## src/rtl/mesi_bus_arbiter_if.sv

```systemverilog
// mesi_bus_arbiter_if: core request, snoop-reply and memory signals of the shared coherence bus
interface mesi_bus_arbiter_if #(
    parameter int NUM_CORES        = 2,
    parameter int CACHE_BLOCK_SIZE = 8,
    parameter int BUS_W            = 2 + 3 + 2 + 2 + CACHE_BLOCK_SIZE
);
    logic [NUM_CORES-1:0]                  req_valid;
    logic [NUM_CORES*BUS_W-1:0]            req_pkt;
    logic [NUM_CORES-1:0]                  grant;
    logic [BUS_W-1:0]                      bus_out;
    logic                                  bus_valid;
    logic [NUM_CORES-1:0]                  snp_done;
    logic [NUM_CORES-1:0]                  snp_shared;
    logic [NUM_CORES-1:0]                  snp_supply;
    logic [NUM_CORES*CACHE_BLOCK_SIZE-1:0] snp_data;
    logic                                  mem_rd_req;
    logic                                  mem_wr_req;
    logic [3:0]                            mem_addr;
    logic [CACHE_BLOCK_SIZE-1:0]           mem_wr_data;
    logic [CACHE_BLOCK_SIZE-1:0]           mem_rd_data;
    logic                                  mem_rd_ack;
    logic                                  mem_wr_ack;
    logic                                  resp_valid;
    logic [CACHE_BLOCK_SIZE-1:0]           resp_data;
    logic                                  resp_shared;
    logic                                  snp_timeout;
    modport master (
        input  req_valid, req_pkt, snp_done, snp_shared, snp_supply, snp_data,
               mem_rd_data, mem_rd_ack, mem_wr_ack,
        output grant, bus_out, bus_valid, mem_rd_req, mem_wr_req, mem_addr, mem_wr_data,
               resp_valid, resp_data, resp_shared, snp_timeout
    );
    modport slave (
        output req_valid, req_pkt, snp_done, snp_shared, snp_supply, snp_data,
               mem_rd_data, mem_rd_ack, mem_wr_ack,
        input  grant, bus_out, bus_valid, mem_rd_req, mem_wr_req, mem_addr, mem_wr_data,
               resp_valid, resp_data, resp_shared, snp_timeout
    );
endinterface

```

## src/rtl/mesi_bus_arbiter.sv

```systemverilog
// mesi_bus_arbiter: round-robin snooping-bus controller; broadcasts one transaction,
// gathers snoop replies and completes it from a supplying cache or memory.
module mesi_bus_arbiter #(
    parameter int NUM_CORES        = 2,
    parameter int CACHE_BLOCK_SIZE = 8,
    parameter int SNOOP_TIMEOUT    = 15
) (
    input logic                clk,
    input logic                resetn,
    mesi_bus_arbiter_if.master bus
);
    localparam int CB    = CACHE_BLOCK_SIZE;
    localparam int BUS_W = 9 + CB;
    localparam int CW    = $clog2(SNOOP_TIMEOUT + 1);

    typedef enum logic [2:0] {IDLE, GRANT, SNOOP, WB, MEM_RD, MEM_WR, RESP} state_t;

    state_t               state_q, state_d;
    logic [1:0]           rr_q, rr_d, own_q, own_d, sup_idx_q, sup_idx_d, win;
    logic [BUS_W-1:0]     pkt_q, pkt_d;
    logic [CW-1:0]        cnt_q, cnt_d;
    logic [NUM_CORES-1:0] done_q, done_d, shr_q, shr_d, sup_q, sup_d;
    logic [NUM_CORES-1:0] own_vec, done_now, sup_now;
    logic [CB-1:0]        data_q, data_d;
    logic [2:0]           txn;
    logic                 is_rd, is_rdx, is_fl, all_done, expired;

    assign own_vec  = {{(NUM_CORES-1){1'b0}}, 1'b1} << own_q;
    assign txn      = pkt_q[CB+6:CB+4];
    assign is_rd    = txn == 3'b001;
    assign is_rdx   = txn == 3'b010;
    assign is_fl    = txn == 3'b100;
    // The requester's own snoop reply lines are masked out everywhere.
    assign done_now = done_q | (bus.snp_done & ~own_vec);
    assign sup_now  = sup_q | (bus.snp_supply & ~own_vec);
    assign all_done = &(done_now | own_vec);
    assign expired  = cnt_q == CW'(SNOOP_TIMEOUT);

    // Lowest requester at or after rr_q wins; otherwise wrap to the lowest overall.
    always_comb begin
        win = '0;
        for (int i = NUM_CORES - 1; i >= 0; i--)
            if (bus.req_valid[i]) win = 2'(i);
        for (int i = NUM_CORES - 1; i >= 0; i--)
            if (bus.req_valid[i] && i >= int'(rr_q)) win = 2'(i);
    end

    always_ff @(posedge clk or negedge resetn) begin
        if (!resetn) begin
            state_q   <= IDLE;
            rr_q      <= '0;
            own_q     <= '0;
            sup_idx_q <= '0;
            pkt_q     <= '0;
            cnt_q     <= '0;
            done_q    <= '0;
            shr_q     <= '0;
            sup_q     <= '0;
            data_q    <= '0;
        end else begin
            state_q   <= state_d;
            rr_q      <= rr_d;
            own_q     <= own_d;
            sup_idx_q <= sup_idx_d;
            pkt_q     <= pkt_d;
            cnt_q     <= cnt_d;
            done_q    <= done_d;
            shr_q     <= shr_d;
            sup_q     <= sup_d;
            data_q    <= data_d;
        end
    end

    always_comb begin
        state_d   = state_q;
        rr_d      = rr_q;
        own_d     = own_q;
        sup_idx_d = sup_idx_q;
        pkt_d     = pkt_q;
        cnt_d     = cnt_q;
        done_d    = done_q;
        shr_d     = shr_q;
        sup_d     = sup_q;
        data_d    = data_q;
        case (state_q)
            IDLE: if (|bus.req_valid) begin
                state_d = GRANT;
                own_d   = win;
                rr_d    = (win == 2'(NUM_CORES - 1)) ? 2'd0 : win + 2'd1;
                pkt_d   = bus.req_pkt[int'(win)*BUS_W +: BUS_W];
                pkt_d[BUS_W-1 -: 2] = win;
            end
            GRANT: begin
                state_d   = SNOOP;
                cnt_d     = '0;
                done_d    = '0;
                shr_d     = '0;
                sup_d     = '0;
                sup_idx_d = '0;
                data_d    = '0;
            end
            SNOOP: begin
                cnt_d  = cnt_q + 1'b1;
                done_d = done_now;
                shr_d  = shr_q | (bus.snp_shared & ~own_vec);
                sup_d  = sup_now;
                for (int i = NUM_CORES - 1; i >= 0; i--)
                    if (bus.snp_supply[i] && !own_vec[i] && (!(|sup_q) || 2'(i) < sup_idx_q)) begin
                        sup_idx_d = 2'(i);
                        data_d    = bus.snp_data[i*CB +: CB];
                    end
                if (all_done || expired)
                    state_d = is_rd  ? (|sup_now ? WB : MEM_RD) :
                              is_rdx ? (|sup_now ? RESP : MEM_RD) :
                              is_fl  ? MEM_WR : RESP;
            end
            WB:     state_d = bus.mem_wr_ack ? RESP : WB;
            MEM_RD: if (bus.mem_rd_ack) begin
                state_d = RESP;
                data_d  = bus.mem_rd_data;
            end
            MEM_WR: state_d = bus.mem_wr_ack ? RESP : MEM_WR;
            default: state_d = IDLE;
        endcase
    end

    always_comb begin
        bus.grant       = (state_q != IDLE) ? own_vec : '0;
        bus.bus_out     = pkt_q;
        bus.bus_valid   = state_q == GRANT;
        bus.mem_rd_req  = state_q == MEM_RD;
        bus.mem_wr_req  = state_q == WB || state_q == MEM_WR;
        bus.mem_addr    = pkt_q[CB+3:CB];
        bus.mem_wr_data = (state_q == WB) ? data_q : (state_q == MEM_WR) ? pkt_q[CB-1:0] : '0;
        bus.resp_valid  = state_q == RESP;
        bus.resp_data   = (state_q == RESP && (is_rd || is_rdx)) ? data_q : '0;
        bus.resp_shared = state_q == RESP && is_rd && |(shr_q | sup_q);
        bus.snp_timeout = state_q == SNOOP && expired && !all_done;
    end
endmodule

```

## src/flat_wrapper.sv

```systemverilog
// flat-port wrapper written by rule: the top's interface ports become plain ports
module mesi_bus_arbiter_flat 
#(
    parameter int NUM_CORES        = 2,
    parameter int CACHE_BLOCK_SIZE = 8,
    parameter int SNOOP_TIMEOUT    = 15
)
  (clk, resetn, bus_req_valid, bus_req_pkt, bus_snp_done, bus_snp_shared, bus_snp_supply, bus_snp_data, bus_mem_rd_data, bus_mem_rd_ack, bus_mem_wr_ack, bus_grant, bus_bus_out, bus_bus_valid, bus_mem_rd_req, bus_mem_wr_req, bus_mem_addr, bus_mem_wr_data, bus_resp_valid, bus_resp_data, bus_resp_shared, bus_snp_timeout);
  mesi_bus_arbiter_if #(.NUM_CORES(NUM_CORES), .CACHE_BLOCK_SIZE(CACHE_BLOCK_SIZE)) bus_i ();
  input logic clk;
  input logic resetn;
  input wire logic [$bits(bus_i.req_valid)-1:0] bus_req_valid;
  input wire logic [$bits(bus_i.req_pkt)-1:0] bus_req_pkt;
  input wire logic [$bits(bus_i.snp_done)-1:0] bus_snp_done;
  input wire logic [$bits(bus_i.snp_shared)-1:0] bus_snp_shared;
  input wire logic [$bits(bus_i.snp_supply)-1:0] bus_snp_supply;
  input wire logic [$bits(bus_i.snp_data)-1:0] bus_snp_data;
  input wire logic [$bits(bus_i.mem_rd_data)-1:0] bus_mem_rd_data;
  input wire logic [$bits(bus_i.mem_rd_ack)-1:0] bus_mem_rd_ack;
  input wire logic [$bits(bus_i.mem_wr_ack)-1:0] bus_mem_wr_ack;
  output wire logic [$bits(bus_i.grant)-1:0] bus_grant;
  output wire logic [$bits(bus_i.bus_out)-1:0] bus_bus_out;
  output wire logic [$bits(bus_i.bus_valid)-1:0] bus_bus_valid;
  output wire logic [$bits(bus_i.mem_rd_req)-1:0] bus_mem_rd_req;
  output wire logic [$bits(bus_i.mem_wr_req)-1:0] bus_mem_wr_req;
  output wire logic [$bits(bus_i.mem_addr)-1:0] bus_mem_addr;
  output wire logic [$bits(bus_i.mem_wr_data)-1:0] bus_mem_wr_data;
  output wire logic [$bits(bus_i.resp_valid)-1:0] bus_resp_valid;
  output wire logic [$bits(bus_i.resp_data)-1:0] bus_resp_data;
  output wire logic [$bits(bus_i.resp_shared)-1:0] bus_resp_shared;
  output wire logic [$bits(bus_i.snp_timeout)-1:0] bus_snp_timeout;
  assign bus_i.req_valid = bus_req_valid;
  assign bus_i.req_pkt = bus_req_pkt;
  assign bus_i.snp_done = bus_snp_done;
  assign bus_i.snp_shared = bus_snp_shared;
  assign bus_i.snp_supply = bus_snp_supply;
  assign bus_i.snp_data = bus_snp_data;
  assign bus_i.mem_rd_data = bus_mem_rd_data;
  assign bus_i.mem_rd_ack = bus_mem_rd_ack;
  assign bus_i.mem_wr_ack = bus_mem_wr_ack;
  assign bus_grant = bus_i.grant;
  assign bus_bus_out = bus_i.bus_out;
  assign bus_bus_valid = bus_i.bus_valid;
  assign bus_mem_rd_req = bus_i.mem_rd_req;
  assign bus_mem_wr_req = bus_i.mem_wr_req;
  assign bus_mem_addr = bus_i.mem_addr;
  assign bus_mem_wr_data = bus_i.mem_wr_data;
  assign bus_resp_valid = bus_i.resp_valid;
  assign bus_resp_data = bus_i.resp_data;
  assign bus_resp_shared = bus_i.resp_shared;
  assign bus_snp_timeout = bus_i.snp_timeout;
  mesi_bus_arbiter #(.NUM_CORES(NUM_CORES), .CACHE_BLOCK_SIZE(CACHE_BLOCK_SIZE), .SNOOP_TIMEOUT(SNOOP_TIMEOUT)) u_core (.clk(clk), .resetn(resetn), .bus(bus_i));
endmodule
```

## config.mk

```make
export PLATFORM = sky130hd
export DESIGN_NAME = mesi_bus_arbiter_flat
export DESIGN_NICKNAME = d
export VERILOG_FILES = /design/src/rtl/mesi_bus_arbiter_if.sv /design/src/rtl/mesi_bus_arbiter.sv /design/src/flat_wrapper.sv
export SDC_FILE = /design/constraint.sdc
export NUM_CORES = 1
export LEC_CHECK = 0
export BUFFER_PORTS_ARGS = -buffer_cell sky130_fd_sc_hd__buf_2
export CORE_ASPECT_RATIO = 2
export CORE_UTILIZATION = 48
export CTS_BUF_LIST = sky130_fd_sc_hd__clkbuf_8
export CTS_CLUSTER_SIZE = 8
export DETAILED_ROUTE_END_ITERATION = 8
export MAX_ROUTING_LAYER = met4
export PLACE_DENSITY = 0.93
export SYNTH_ARGS = -nofsm -noshare
export SYNTH_HDL_FRONTEND = slang
export SYNTH_SLANG_ARGS = --single-unit
```

## constraint.sdc

```tcl
create_clock -name clk -period 2.8 [get_ports clk]
set_clock_uncertainty 0.1 [all_clocks]
set_input_delay 0.84 -clock clk [delete_from_list [all_inputs] [get_ports clk]]
set_output_delay 0.84 -clock clk [all_outputs]
set_load 0.05 [all_outputs]
```

== Word-level counts from Yosys, hierarchy flattened ==
Cells that the tools add are included.
Widths: inputs -> output; s select.
Storage, ports and cells
  output and inout bits: 45
  logic and storage cells: 107
  input bits: 70
  bits in registers: 44
Cells by class
  bitwise operators: 9
  shift-type cells: 2
  add/sub/neg operators: 2
  reductions and logical operators: 33
  muxes and demuxes: 31
  multiply operators: 1
  $lt $le $gt $ge: 4
  equality and inequality tests: 15
Operators by type and width (count)
  $mux 8: 6
  $shiftx 34x32->15: 1
  $pmux 8 s3: 1
  $mux 3: 7
  $mux 2: 10
  $pmux 3 s6: 1
  $pmux 2 s2: 4
  $eq 3x3->1 const B: 4
  $logic_and 1x1->1: 11
  $or 2x2->2: 5
  $eq 3x2->1 const B: 3
  $pmux 4 s2: 1
  $reduce_or 2->1: 4
  $mul 2x5->7 const B: 1
  $and 2x2->2: 3
  $eq 3x1->1 const B: 2
  $reduce_and 2->1: 3
  $reduce_and 3->1: 2
  $reduce_bool 3->1: 2
  $logic_or 1x1->1: 5
  $add 4x1->4 const B: 1
  $eq 4x4->1 const B: 1
  $ge 1x2->1 const A: 2
  $logic_not 1->1: 4
  11 further kinds: 13

== Logic depth before layout (Yosys ltp) ==
  word-level depth: 10
  gate-level depth with buffers: 7
  mapped depth without buffers: 6

== Worst setup path before layout ==
No wires, ideal clock.
  path type: register to output
  from: register u_core.pkt_q[12] (netlist: u_core.bus.bus_out[12])
  to: output bus_resp_shared
  arrival time: 2.247 ns
  cell stages (with the launch flop): 3
  buffers on the path: 0
  slack: -0.387 ns
  data required time: 1.860 ns
  path through: dfrtp_1 or3b_2 nor3_1
On the way
  longest elaborated chain between the ends: 3
Ends and longest elaborated chain
  from (decl): RTL line mesi_bus_arbiter.sv:20  | logic [BUS_W-1:0] pkt_q, pkt_d;
  from (signal assigned): RTL line mesi_bus_arbiter.sv:65  | pkt_q <= pkt_d;
  $eq 3x1->1: RTL line mesi_bus_arbiter.sv:30  | assign is_rd = txn == 3'b001;
  $logic_and 1x1->1 (2 in a row): RTL line mesi_bus_arbiter.sv:137  | bus.resp_shared = state_q == RESP && is_rd && |(shr_q | sup_q);
  to (decl): RTL line flat_wrapper.sv:30  | output wire logic [$bits(bus_i.resp_shared)-1:0] bus_resp_shared;
Every way passes these cells.

== Final worst setup path ==
  from: register u_core.state_q[1]
  to: output bus_resp_data[3]
On the way
  longest elaborated chain between the ends: 3
Ends and longest elaborated chain
  from (decl): RTL line mesi_bus_arbiter.sv:18  | state_t state_q, state_d;
  from (signal assigned): RTL line mesi_bus_arbiter.sv:61  | state_q <= state_d;
  $eq 3x3->1: RTL line mesi_bus_arbiter.sv:136  | bus.resp_data = (state_q == RESP && (is_rd || is_rdx)) ? data_q : '0;
  $logic_and 1x1->1: RTL line mesi_bus_arbiter.sv:136
  $mux 8: RTL line mesi_bus_arbiter.sv:136
  to (decl): RTL line flat_wrapper.sv:29  | output wire logic [$bits(bus_i.resp_data)-1:0] bus_resp_data;
Every way passes these cells.

==> impl_metrics.csv <==
group,metric,value,unit
outcome,status,"finished clean",
finish,fin_nets,426,
pwr,leakage,1.59,nW
detailed_routing,first_pass_iters,4,
grt,grt_pass1_vias,2304,
finish,drive_above_1_share,40.7,%
placed_design,gp_congestion,0.893,
worst_setup_path,required,1860,ps
worst_setup_path,crit_path_start_kind,"register",
clocking,postCtsHoldBufs,0,
grt,overflow,0,
worst_setup_path,critPathKind,"reg2out",
logic_synthesis,ys_seq_area_share,41.4,%
floorplan,die_w,51.6,um
detailed_routing,wl_per_cell,15.9,um
timing,final_max_slew_viol_count,0,
detailed_routing,wl,6.53,mm
worst_setup_path,cp-end-kind,"output port",
finish,insertedDiodeCount,0,
timing,setup_viol,0,
logic_synthesis,synth_ff_type,"dfrtp_1",
pwr,ir_drop,0.00105,V
run,cap_violations,0,
min_path,hp-class,"reg2reg",
logic_synthesis,synth-seq-cells,39,
placed_design,place_area,2940,um2
timing,fin_crit,2700,ps
worst_setup_path,cp.arrival,1760,ps
timing,rsz0062_at_grt,"false",
logic_synthesis,syn-num-nets,322,
floorplan,die_h,101,um
timing,worstMarginPinSlew,1160,ps
placed_design,dp_slack,199,ps
grt,antenna_found_initial,0,
timing,finalSetupTns,0,ps
clocking,clkTransAtPathRegs,70,ps
clocking,cts_resized,0,
detailed_routing,via_count,2362,
floorplan,rows,35,
timing,slew_headroom,22.6,%
grt,grt_max_degree,40,
detailed_routing,ant_nets,0,
pwr,powerDensity,1270,nW/um2
logic_synthesis,async_reset_ff_share,100,%
logic_synthesis,yosysUniqueCellTypes,45,
timing,min_period_over_period,96.3,%
clocking,cts-htree-levels,2,
clocking,clock_sinks,39,
detailed_routing,drt_iter0_drc,52,
placed_design,place_hpwl,5.07,mm
floorplan,dieArea,5210,um2
timing,hold_slack,370,ps
floorplan,start_util,50.8,%
floorplan,coreArea,4640,um2
clocking,cts_setup_buffers,0,
timing,final.setup.worst_slack,103,ps
clocking,cts_buffers,5,
floorplan,io_pins,115,
clocking,cts_tree,"done",
grt,grt_pass1_wl,10.2,mm
grt,track_usage,27.1,%
detailed_routing,remaining_drc_errors,0,
logic_synthesis,syn_area,2360,um2
logic_synthesis,yosys_warnings,0,
worst_setup_path,worstPathMaxFanout,8,
clocking,cts_root_buf,"clkbuf_8",
detailed_routing,routed_via_density,5.75,
timing,hold_violations,0,
finish,final_cell_area,3020,um2
clocking,clockBufferDepth,2,
logic_synthesis,synth_edf_count,0,
logic_synthesis,syn_area_per_cell,9.39,um2
finish,syn_to_final_growth,28.2,%
timing,fmax,371,MHz
clocking,clk_latency,290,ps
placed_design,io_buffers,109,
logic_synthesis,syn_inst,251,
==> placed cells by master (no fill, tap or decap), drive strengths merged, types with 2 or more instances in the layout <==
cell type	instances
or3b	2
nand2b	2
inv	3
o21ai	12
a22o	18
nand4	10
dfrtp	39
clkinv	3
a22oi	9
mux2	8
nor2b	15
a211oi	2
nor2	14
o211ai	10
o21bai	2
buf	119
and2	10
nor3b	3
clkbuf	5
nor3	5
a31oi	5
nand2	22
a21o	17
a21oi	7
==> synthesized netlist by cell type (all sizes together), types with 3 or more instances <==
library cell,number,share of area (%)
a21o,17,5.4
a21oi,7,1.6
a22o,18,6.7
a22oi,9,2.9
a31oi,5,1.3
and2,10,2.7
buf,14,3.7
clkbuf,8,1.3
dfrtp,39,41
inv,3,0.48
mux2,8,3.8
nand2,22,3.5
nand4,10,2.7
nor2,14,2.2
nor2b,15,4.0
nor3,5,1.3
nor3b,3,1.4
o211ai,10,3.2
o21ai,12,2.7
==> state kept, by name (all words and copies together), names as in the netlist, 2 cells and up <==
name / flops
u_core.bus.bus_out: 16
u_core.cnt_q: 4
u_core.shr_q: 2
u_core.state_q: 3
u_core.data_q: 8
u_core.sup_q: 2
u_core.done_q: 2
==> through the flow <==
stage | utilization (%) | total power, mW | cells
final | 65.1 | 3.83 | 411
after global routing | 65.1 | 4.09 | 411
after CTS | 65.1 | 3.84 | 411
after detailed placement | 63.3 | 3.47 | 403
after global placement | 63.3 | 3.40 | 403
after floorplan | - | 2.93 | 251
==> power by group <==
group          internal (mW)  total (mW)  switching [mW]
logic                  0.841        2.38            1.54
registers              0.810        1.08           0.274
clock network          0.170       0.361           0.191
==> worst paths after layout <==
kind | start | depth (start not counted) | slack, ps | end
setup / recovery | u_core.state_q[1] | 5 | 100 | bus_resp_data[3]
hold / removal | u_core.rr_q[0] | 1 | 370 | u_core.rr_q[0]
setup reg to reg | u_core.state_q[0] | 5 | 390 | u_core.bus.bus_out[1]
hold reg to reg | u_core.rr_q[0] | 1 | 370 | u_core.rr_q[0]
max in group asynchronous | resetn | 1 | 1440 | u_core.state_q[2]
min in group asynchronous | resetn | 1 | 550 | u_core.sup_q[0]
==> critical path: stages, from the launching register on <==
cell	delay (ps)
dfrtp_1	480
nand3b_1	220
nor3_1	210
buf_4	170
and2_1	120
buf_2	260
==> metal layers <==
metal	vias to the layer above	share of wire, %	global-route usage (%)
met5	-	0	-
met4	0	3.2	12.9
met3	21	3.7	4.52
met2	82	58	49.6
met1	1130	35	26.5
li1	1129	-	-
==> cells by family after synthesis <==
family,count (synthesis),share of synthesized area [%]
xor gates and xnor gates,1,0.372
and+or+nand+nor,88,20.3
adders and majority gates,1,0.531
AOI/OAI and AO/OA,88,27.9
DFF,39,41.4
buffers and inverters,25,5.47
muxes,8,3.82
other,1,0.159
==> cell type report <==
| cell class | instances | area (um2) |
|---|---|---|
| Clock buffer | 5 | 68.8 |
| Clock inverter | 3 | 15.0 |
| Fill cell | 445 | 1620 |
| Inverter | 3 | 11.3 |
| Multi-Input combinational cell | 187 | 1260 |
| Sequential cell | 39 | 977 |
| Tap cell | 55 | 68.8 |
| Timing Repair Buffer | 119 | 621 |
No activity file was read; power rests on OpenSTA's default activity.
